[src/rtl/mcg_pkg.sv]
// Shared types for the multi-channel counter game: engine states and result codes.
package mcg_pkg;

    typedef enum logic {
        PLAY = 1'b0,
        OVER = 1'b1
    } state_t;

    typedef enum logic [1:0] {
        WHO_NONE = 2'b00,
        WHO_WIN  = 2'b01,
        WHO_LOSE = 2'b10
    } who_t;

endpackage

[src/rtl/updown_ctr.sv]
// Wrap-around up/down counter with load priority and registered all-ones/all-zeros flags.
module updown_ctr #(
    parameter int WIDTH = 4
) (
    input  logic             clk,
    input  logic             rst,
    input  logic             init,
    input  logic [WIDTH-1:0] val,
    input  logic [1:0]       ctrl,
    output logic [WIDTH-1:0] count,
    output logic             winner,
    output logic             loser
);

    logic [WIDTH-1:0] nxt;

    always_comb begin
        nxt = count;
        if (init) begin
            nxt = val;
        end else begin
            unique case (ctrl)
                2'b00:   nxt = count + WIDTH'(1);
                2'b01:   nxt = count + WIDTH'(2);
                2'b10:   nxt = count - WIDTH'(1);
                default: nxt = count - WIDTH'(2);
            endcase
        end
    end

    // Flags are derived from the next value so they line up with count.
    always_ff @(posedge clk or posedge rst) begin
        if (rst) begin
            count  <= '0;
            winner <= 1'b0;
            loser  <= 1'b0;
        end else begin
            count  <= nxt;
            winner <= (nxt == '1);
            loser  <= (nxt == '0);
        end
    end

endmodule

[src/rtl/multi_counter_game.sv]
// NCH independent counters feeding one game engine that tallies win/lose hits per channel.
module multi_counter_game
    import mcg_pkg::*;
#(
    parameter int WIDTH  = 4,
    parameter int NCH    = 2,
    parameter int TARGET = 15,
    localparam int CW    = (NCH > 1) ? $clog2(NCH) : 1
) (
    input  logic                 clk,
    input  logic                 rst,
    input  logic [NCH-1:0]       init,
    input  logic [NCH*WIDTH-1:0] val,
    input  logic [2*NCH-1:0]     ctrl,
    output logic [NCH*WIDTH-1:0] count,
    output logic [NCH-1:0]       winner,
    output logic [NCH-1:0]       loser,
    output logic                 gameover,
    output logic [1:0]           who,
    output logic [CW-1:0]        who_ch
);

    localparam int TW = $clog2(TARGET + 1);
    localparam logic [TW-1:0] TGT = TW'(TARGET);

    for (genvar i = 0; i < NCH; i++) begin : g_ch
        updown_ctr #(.WIDTH(WIDTH)) u_ctr (
            .clk    (clk),
            .rst    (rst),
            .init   (init[i]),
            .val    (val[i*WIDTH +: WIDTH]),
            .ctrl   (ctrl[2*i +: 2]),
            .count  (count[i*WIDTH +: WIDTH]),
            .winner (winner[i]),
            .loser  (loser[i])
        );
    end

    state_t          state;
    logic [TW-1:0]   wtally [NCH];
    logic [TW-1:0]   ltally [NCH];
    logic [TW-1:0]   wnext  [NCH];
    logic [TW-1:0]   lnext  [NCH];
    logic            hit;
    who_t            hit_who;
    logic [CW-1:0]   hit_ch;

    always_comb begin
        for (int unsigned i = 0; i < NCH; i++) begin
            wnext[i] = wtally[i];
            lnext[i] = ltally[i];
            if (winner[i] && wtally[i] != TGT) wnext[i] = wtally[i] + 1'b1;
            if (loser[i]  && ltally[i] != TGT) lnext[i] = ltally[i] + 1'b1;
        end
    end

    // First channel in index order claims the result; win is checked before lose.
    always_comb begin
        hit     = 1'b0;
        hit_who = WHO_NONE;
        hit_ch  = '0;
        for (int unsigned i = 0; i < NCH; i++) begin
            if (!hit) begin
                if (wnext[i] == TGT) begin
                    hit     = 1'b1;
                    hit_who = WHO_WIN;
                    hit_ch  = CW'(i);
                end else if (lnext[i] == TGT) begin
                    hit     = 1'b1;
                    hit_who = WHO_LOSE;
                    hit_ch  = CW'(i);
                end
            end
        end
    end

    always_ff @(posedge clk or posedge rst) begin
        if (rst) begin
            state    <= PLAY;
            gameover <= 1'b0;
            who      <= WHO_NONE;
            who_ch   <= '0;
            for (int unsigned i = 0; i < NCH; i++) begin
                wtally[i] <= '0;
                ltally[i] <= '0;
            end
        end else begin
            unique case (state)
                PLAY: begin
                    for (int unsigned i = 0; i < NCH; i++) begin
                        wtally[i] <= wnext[i];
                        ltally[i] <= lnext[i];
                    end
                    gameover <= hit;
                    who      <= hit ? hit_who : WHO_NONE;
                    who_ch   <= hit ? hit_ch : '0;
                    state    <= hit ? OVER : PLAY;
                end
                default: begin
                    for (int unsigned i = 0; i < NCH; i++) begin
                        wtally[i] <= '0;
                        ltally[i] <= '0;
                    end
                    gameover <= 1'b0;
                    who      <= WHO_NONE;
                    who_ch   <= '0;
                    state    <= PLAY;
                end
            endcase
        end
    end

endmodule

[config.mk]
export PLATFORM = sky130hd
export DESIGN_NAME = multi_counter_game
export DESIGN_NICKNAME = d
export VERILOG_FILES = /design/src/rtl/mcg_pkg.sv /design/src/rtl/updown_ctr.sv /design/src/rtl/multi_counter_game.sv
export SDC_FILE = /design/constraint.sdc
export NUM_CORES = 1
export LEC_CHECK = 0
export CORE_ASPECT_RATIO = 0.6
export CORE_MARGIN = 5
export CORE_UTILIZATION = 45
export DETAILED_ROUTE_END_ITERATION = 16
export PLACE_DENSITY_LB_ADDON = 0.25
export SETUP_SLACK_MARGIN = 0.02
export SLEW_MARGIN = 20
export SYNTH_ARGS = -nofsm -noshare
export SYNTH_HDL_FRONTEND = slang
export SYNTH_SLANG_ARGS = --single-unit
[constraint.sdc]
create_clock -name clk -period 2.05 [get_ports clk]
set_input_delay 0.3075 -clock clk [delete_from_list [all_inputs] [get_ports clk]]
set_output_delay 0.3075 -clock clk [all_outputs]
set_load 0.03 [all_outputs]
==> summary.md, run 1 <==
• **status** finished clean
• **post-synthesis compound-gate area fraction** 13.6%
• **Clock Pin Slew Worst Setup and Hold Paths** 60 ps
• **total buffers and inverters traversed by the critical path** 1
• **Clk Latency, worst-skew pair** 270 ps
• **die area** 5710 µm²
• **proportion of synthesized flip-flops having asynchronous set or reset** 100%
• **maximum number of pins on one net before global-route repair** 33
• **routed via count** 1,548
• **DRC violations left** 0
• **adder and majority cell fraction of the synthesized area** 6.00%
• **area used by sequential logic in the layout** 805 µm²
• **per-cell via count in the routed design** 5.03
• **fin. max-slew vios** 0
• **cell chosen for the clock root** sky130_fd_sc_hd__clkbuf_8
• **actual transition at the worst max-transition pin** 400 ps
• **core area** 4120 µm²
• **normalized max-slew margin** 73.3%
• **number of synthesis warnings** 0
• **kind of cell adding the most delay to the critical path** simple AND/OR/NAND/NOR gates
• **post-placement cell count** 299
• **area share of the leading cell type in the synthesized netlist** 41.7%
• **net total in the final layout** 272
• **Placer Congestion** 0.773
• **number of top-level design ports** 32
• **number of synthesized register bits** 32
• **top-count cell post-synth** sky130_fd_sc_hd__dfrtp_1
• **initial standard-cell utilization of the core** 46.5%
• **worst-case hold slack** 414 ps
• **largest area contributor in the synthesized netlist** sky130_fd_sc_hd__dfrtp_1
• **leading cell types by count after synthesis** sky130_fd_sc_hd__dfrtp_1, sky130_fd_sc_hd__a21oi_1, sky130_fd_sc_hd__nand2_1
• **post-synthesis cell count** 202
• **combinational family with the most area after synthesis** simple AND/OR/NAND/NOR gates
• **critical setup path kind** flop to flop
• **kind of start point of the critical path** flop
• **final critical-path required period** 1950 ps
• **CTS Buf Count** 5
• **post-layout total power** 2310 µW
• **max-capacitance violation count** 0
• **count of fill cells added during filler insertion** 348
• **proportion of layout cells with a drive suffix above 1** 15.3%
• **RSZ-0062 raised after global routing** true
• **area of the mapped netlist** 1920 µm²
• **clock tree from TritonCTS** yes
• **relative area change from synthesis to final layout** 30.0%
• **final number of hold-violating endpoints** 0
• **multiplexer share of the synthesized area** 1.17%
• **power share of the sequential group** 43.7%
• **number of DRC violations after detailed-routing iteration 0** 82
• **Post-Synth Simple-Gate Area** 26.4%
• **highest-delay cell along the critical path** sky130_fd_sc_hd__or4_1
• **antenna-violating nets left** 0
• **Die Ht** 60.6 µm
• **average routed wire per standard cell** 12.8 µm
• **count of endpoints failing setup in the final report** 0
• **total routing resource utilization after global routing** 14.7%
• **final non-filler cell total** 308
• **type of the tightest min-delay check** primary input to asynchronous set/reset pin
• **number of enable-type register cells in the synthesized netlist** 0
• **detailed-routing iteration count for the pre-antenna-repair pass** 4
• **estimated wirelength of the detail-placed design** 3030 µm
• **leftover overflow at the end of global routing** 0
• **synth top area cells** sky130_fd_sc_hd__dfrtp_1, sky130_fd_sc_hd__a21oi_1, sky130_fd_sc_hd__ha_1, sky130_fd_sc_hd__and4b_1, sky130_fd_sc_hd__xor2_1
• **number of clock sinks** 32
• **Longest Clk Path Bufs** 2
• **synthesized netlist net count** 226
• **x dimension of the die** 94.3 µm
• **maximum fanout count along the critical path** 3
• **number of global-route vias before repair** 1,351
• **number of distinct standard cells referenced by the synthesized netlist** 34
• **largest clock skew in the final design** 6.24 ps
• **worst endpoint required time** 2250 ps
• **routed wire length** 3950 µm
• **number of I/O port buffers** 31
• **Worst setup EP type** flop
• **final antenna diode count** 0
• **mean area per synthesized cell** 9.50 µm²
• **pwr dens** 927 nW/µm²
• **maximum level of the CTS H-tree** 2
• **Internal Power** 1480 µW
• **Slowest Stage Delay on Critical Path** 510 ps
• **Cell Rows** 18
• **Pleak** 0.00109 µW
• **Sw Ratio** 36.2%
• **arrival time worst endpoint** 2150 ps
• **Post-Synth XOR/XNOR Area** 6.39%
• **Worst R2R Setup Slack** 100 ps
• **fmax** 512 MHz
• **part of the total power dissipated in the clock network** 19.0%
• **fraction of power consumed by combinational cells** 37.3%
• **fin crit share** 95.3%
• **antenna violations before repair** 0
• **worst-case vdd ir drop** 476 µV
• **global-route wire length before repair** 6510 µm
• **cell breakdown of the critical path** inv_4 -> xnor2_1 -> ha_2 -> nor3b_2 -> o21a_1 -> o31ai_1 -> or4_1 -> a21oi_2
• **ys flop type** sky130_fd_sc_hd__dfrtp_1
• **Net Sw Power** 836 µW
• **multi-input gate area in the final layout** 1060 µm²
• **part of the Yosys area used for sequential elements** 41.7%
[per-layer routing]
metal / GRT usage, % / vias to the layer above / share of wire [%]
met5: 0 / - / 0
met4: 2.47 / 0 / 0.28
met3: 4.58 / 3 / 5.7
met2: 18.6 / 27 / 37
met1: 24.1 / 706 / 57
li1: - / 812 / -
[repair_timing]
item                       in CTS  in global routing
buffers inserted                0                  2
pin swaps                       1                  3
hold buffers                    0                  0
resized for setup              11                  6
setup endpoints to repair       5                  3
[area by class of cell]
type	instances	share of cell area [%]
Multi-Input combinational cell	151	42.5
Timing Repair Buffer	49	17.7
Sequential cell	32	32.3
Clock buffer	7	3.06
Inverter	9	1.46
Tap cell	60	3.01
[stage by stage]
stage                     setup WS [ps]  util (%)  instance area (µm²)  TNS [ps]
after detailed placement           -498      57.5                 2370     -2390
after global routing               17.4      60.5                 2490         0
final                              96.4      60.5                 2490         0
after floorplan                    47.0         -                 1920         0
after global placement             -472      57.5                 2370     -2210
after CTS                          26.1      59.7                 2460         0
[tightest hold or removal path, cell delays in order]
cell	delay, ps
sky130_fd_sc_hd__clkdlybuf4s50_1	390
sky130_fd_sc_hd__inv_1	50
sky130_fd_sc_hd__buf_4	350
[power groups by stage]
stage,sequential (µW),clock [µW],combinational (µW)
floorplan,1020,0,551
CTS,1000,453,851
detailed placement,1010,0,842
finish,1010,440,862
global placement,1010,0,833
global route,1040,485,963
[kinds of logic (layout without fill, tap and decap cells)]
group	count (synthesis)	after routing
mux	2	2
xor+xnor	14	14
fa+ha+maj	8	8
compound gates	43	43
flops	32	32
buf+inv	19	65
simple gates	84	84
[worst paths after layout]
path | end | depth (start not counted) | startpoint
max in group asynchronous | g_ch[0].u_ctr.count[1] | 3 | rst
worst max register to register | g_ch[1].u_ctr.loser | 8 | g_ch[1].u_ctr.count[1]
min in group clk | ltally[1] | 2 | ltally[1]
worst max-delay path | g_ch[1].u_ctr.loser | 8 | g_ch[1].u_ctr.count[1]
worst min register to register | ltally[1] | 2 | ltally[1]
worst min-delay path | who_ch | 3 | rst
[sequential cells by signal (all words and copies together) (netlist names)]
name	cells
who	2
g_ch.u_ctr.count	8
gameover	1
g_ch.u_ctr.loser	2
ltally	8
who_ch	1
g_ch.u_ctr.winner	2
wtally	8
[cells in the final DEF (no fill, tap or decap), drive strengths merged, types with 4 or more instances in the layout]
cell type / instances
o21ai: 5
and3: 6
nand3b: 4
buf: 18
nor2: 8
nand2: 14
nor3: 11
dfrtp: 32
and4b: 7
nand3: 9
nand2b: 10
a21oi: 24
xnor2: 6
ha: 6
nor2b: 4
xor2: 8
clkdlybuf4s50: 27
inv: 9
clkbuf: 7
Power figures use the tool's default switching activity.
==> run 2, diff against run 1 <==
--- a/config.mk
+++ b/config.mk
@@ -6,7 +6,7 @@
 export NUM_CORES = 1
 export LEC_CHECK = 0
 export CORE_ASPECT_RATIO = 0.6
-export CORE_MARGIN = 5
+export CORE_MARGIN = 2
 export CORE_UTILIZATION = 45
 export DETAILED_ROUTE_END_ITERATION = 16
 export PLACE_DENSITY_LB_ADDON = 0.25
==> constraint.sdc (replaced) <==
create_clock -name clk -period 2.1 [get_ports clk]
set_input_delay 0.315 -clock clk [delete_from_list [all_inputs] [get_ports clk]]
set_output_delay 0.315 -clock clk [all_outputs]
set_load 0.03 [all_outputs]
==> run 2 against run 1 <==
- power decreased by 1.4%
- clock-buffer cell count unchanged
- sequential cell count unchanged
- die area decreased by 16%
- core utilization decreased by 0.25 points
- largest power group unchanged
==> summary.md, run 2 (synthesis results as in run 1) <==
• **Slowest Stage Delay on Critical Path** 520 ps
• **highest-delay cell along the critical path** sky130_fd_sc_hd__or4_1
• **final non-filler cell total** 305
• **global-route wire length before repair** 6930 µm
• **final instance area** 2470 µm²
• **net total in the final layout** 268
• **maximum level of the CTS H-tree** 2
• **number of DRC violations after detailed-routing iteration 0** 152
• **Longest Clk Path Bufs** 2
• **Clock Pin Slew Worst Setup and Hold Paths** 60 ps
• **detailed-routing iteration count for the pre-antenna-repair pass** 4
• **number of top-level design ports** 32
• **worst-case hold slack** 406 ps
• **post-layout total power** 2280 µW
• **DRC violations left** 0
• **RSZ-0062 raised after global routing** true
• **kind of start point of the critical path** primary input
• **largest clock skew in the final design** 7.26 ps
• **final critical-path required period** 1980 ps
• **power share of the sequential group** 43.2%
• **proportion of layout cells with a drive suffix above 1** 15.1%
• **arrival time worst endpoint** 2200 ps
• **Clk Latency, worst-skew pair** 290 ps
• **fmax** 505 MHz
• **area after detailed placement** 2360 µm²
• **Internal Power** 1440 µW
• **status** finished clean
• **max-capacitance violation count** 0
• **total routing resource utilization after global routing** 19.6%
• **actual transition at the worst max-transition pin** 414 ps
• **core area** 4100 µm²
• **die area** 4820 µm²
• **per-cell via count in the routed design** 5.23
• **x dimension of the die** 88.3 µm
• **worst-case vdd ir drop** 365 µV
• **Pleak** 0.00108 µW
• **pwr dens** 923 nW/µm²
• **Die Ht** 54.6 µm
• **cell chosen for the clock root** sky130_fd_sc_hd__clkbuf_8
• **fraction of power consumed by combinational cells** 36.9%
• **post-CTS repair timing setup buffer count** 0
• **antenna-violating nets left** 0
• **critical setup path kind** primary input to flop
• **top flop regs** g_ch.u_ctr.count x8, ltally x8, wtally x8
• **CTS Buf Count** 5
• **normalized max-slew margin** 72.4%
• **average routed wire per standard cell** 13.8 µm
• **Worst setup EP type** flop
• **fin crit share** 94.3%
• **maximum fanout count along the critical path** 4
• **fin. max-slew vios** 0
• **leftover overflow at the end of global routing** 0
• **estimated wirelength of the detail-placed design** 3060 µm
• **count of fill cells added during filler insertion** 378
• **cell breakdown of the critical path** dlygate4sd2_1 -> nor2b_2 -> xnor2_1 -> ha_1 -> nor3b_2 -> o21a_1 -> o31ai_1 -> or4_1 -> a21oi_2
• **Net Sw Power** 843 µW
• **type of the tightest min-delay check** primary input to asynchronous set/reset pin
• **number of global-route vias before repair** 1,398
• **maximum number of pins on one net before global-route repair** 33
• **Setup TNS** 0 ps
• **count of endpoints failing setup in the final report** 0
• **Sw Ratio** 37.0%
• **initial standard-cell utilization of the core** 46.8%
• **clock tree from TritonCTS** yes
• **worst endpoint required time** 2320 ps
• **part of the total power dissipated in the clock network** 19.9%
• **Cell Rows** 18
• **Placer Congestion** 0.760
• **commonest cells after routing, fill and taps aside** sky130_fd_sc_hd__dfrtp_1, sky130_fd_sc_hd__clkdlybuf4s50_1, sky130_fd_sc_hd__a21oi_1, sky130_fd_sc_hd__nand2_1, sky130_fd_sc_hd__buf_4
• **most common cell after layout, fill and taps aside** sky130_fd_sc_hd__dfrtp_1
• **number of I/O port buffers** 31
• **antenna violations before repair** 0
• **number of clock sinks** 32
• **post-placement cell count** 297
• **final number of hold-violating endpoints** 0
• **routed wire length** 4210 µm
• **final antenna diode count** 0
• **routed via count** 1,595
• **relative area change from synthesis to final layout** 28.8%
[run 2: what timing repair did]
| item | CTS | global route |
|---|---|---|
| endpoints found under the setup margin | 3 | 4 |
| resized for setup | 8 | 8 |
| hold buffers | 0 | 0 |
| pin swaps | 1 | 5 |
[run 2: final cells by class]
class                           instances  area, µm²  area share (%)
Multi-Input combinational cell        151       1060            43.0
Clock buffer                            7       76.3            3.09
Inverter                                9       33.8            1.37
Timing Repair Buffer                   45        414            16.8
Tap cell                               60       75.1            3.04
Sequential cell                        32        805            32.6
Clock inverter                          1       5.00           0.203
[run 2: final timing paths]
path	from	end	slack, ps	cells past startpoint
min reg2reg	wtally[5]	wtally[5]	550	2
min	rst	wtally[5]	410	3
max in group asynchronous	rst	g_ch[0].u_ctr.count[1]	1360	3
max	ctrl[3]	g_ch[1].u_ctr.loser	120	9
min in group clk	wtally[5]	wtally[5]	550	2
max reg2reg	g_ch[1].u_ctr.count[1]	g_ch[1].u_ctr.loser	130	8
[run 2: power groups by stage]
stage | Clock, µW | Combinational [µW] | Sequential (µW)
3_5_place_dp | 0 | 829 | 988
3_3_place_gp | 0 | 801 | 981
2_1_floorplan | 0 | 538 | 997
6_report | 453 | 841 | 984
4_1_cts | 462 | 838 | 977
5_1_grt | 494 | 941 | 1010
[run 2: worst max-delay path: cells and delay by family]
family / cells / cell delay (ps)
AO/OA/AOI/OAI: 3 / 370
XOR/XNOR: 1 / 120
adder cells (fa/ha/maj): 1 / 200
buffers and inverters: 1 / 270
AND/OR/NAND/NOR: 3 / 920
[run 2: through the flow]
step,util [%],setup slack (ps)
floorplan,-,97.0
global placement,57.5,-355
detailed placement,57.5,-401
CTS,59.8,34.1
global route,60.3,2.91
finish,60.3,120
[run 2: routing by layer]
| layer | wire, µm | vias up | part of all wire, % | global-route usage [%] |
|---|---|---|---|---|
| li1 | - | 804 | - | - |
| met1 | 2300 | 760 | 55 | 30.0 |
| met2 | 1710 | 26 | 41 | 26.3 |
| met3 | 153 | 5 | 3.6 | 4.83 |
| met4 | 39 | 0 | 0.93 | 7.07 |
| met5 | 0 | - | 0 | 0 |
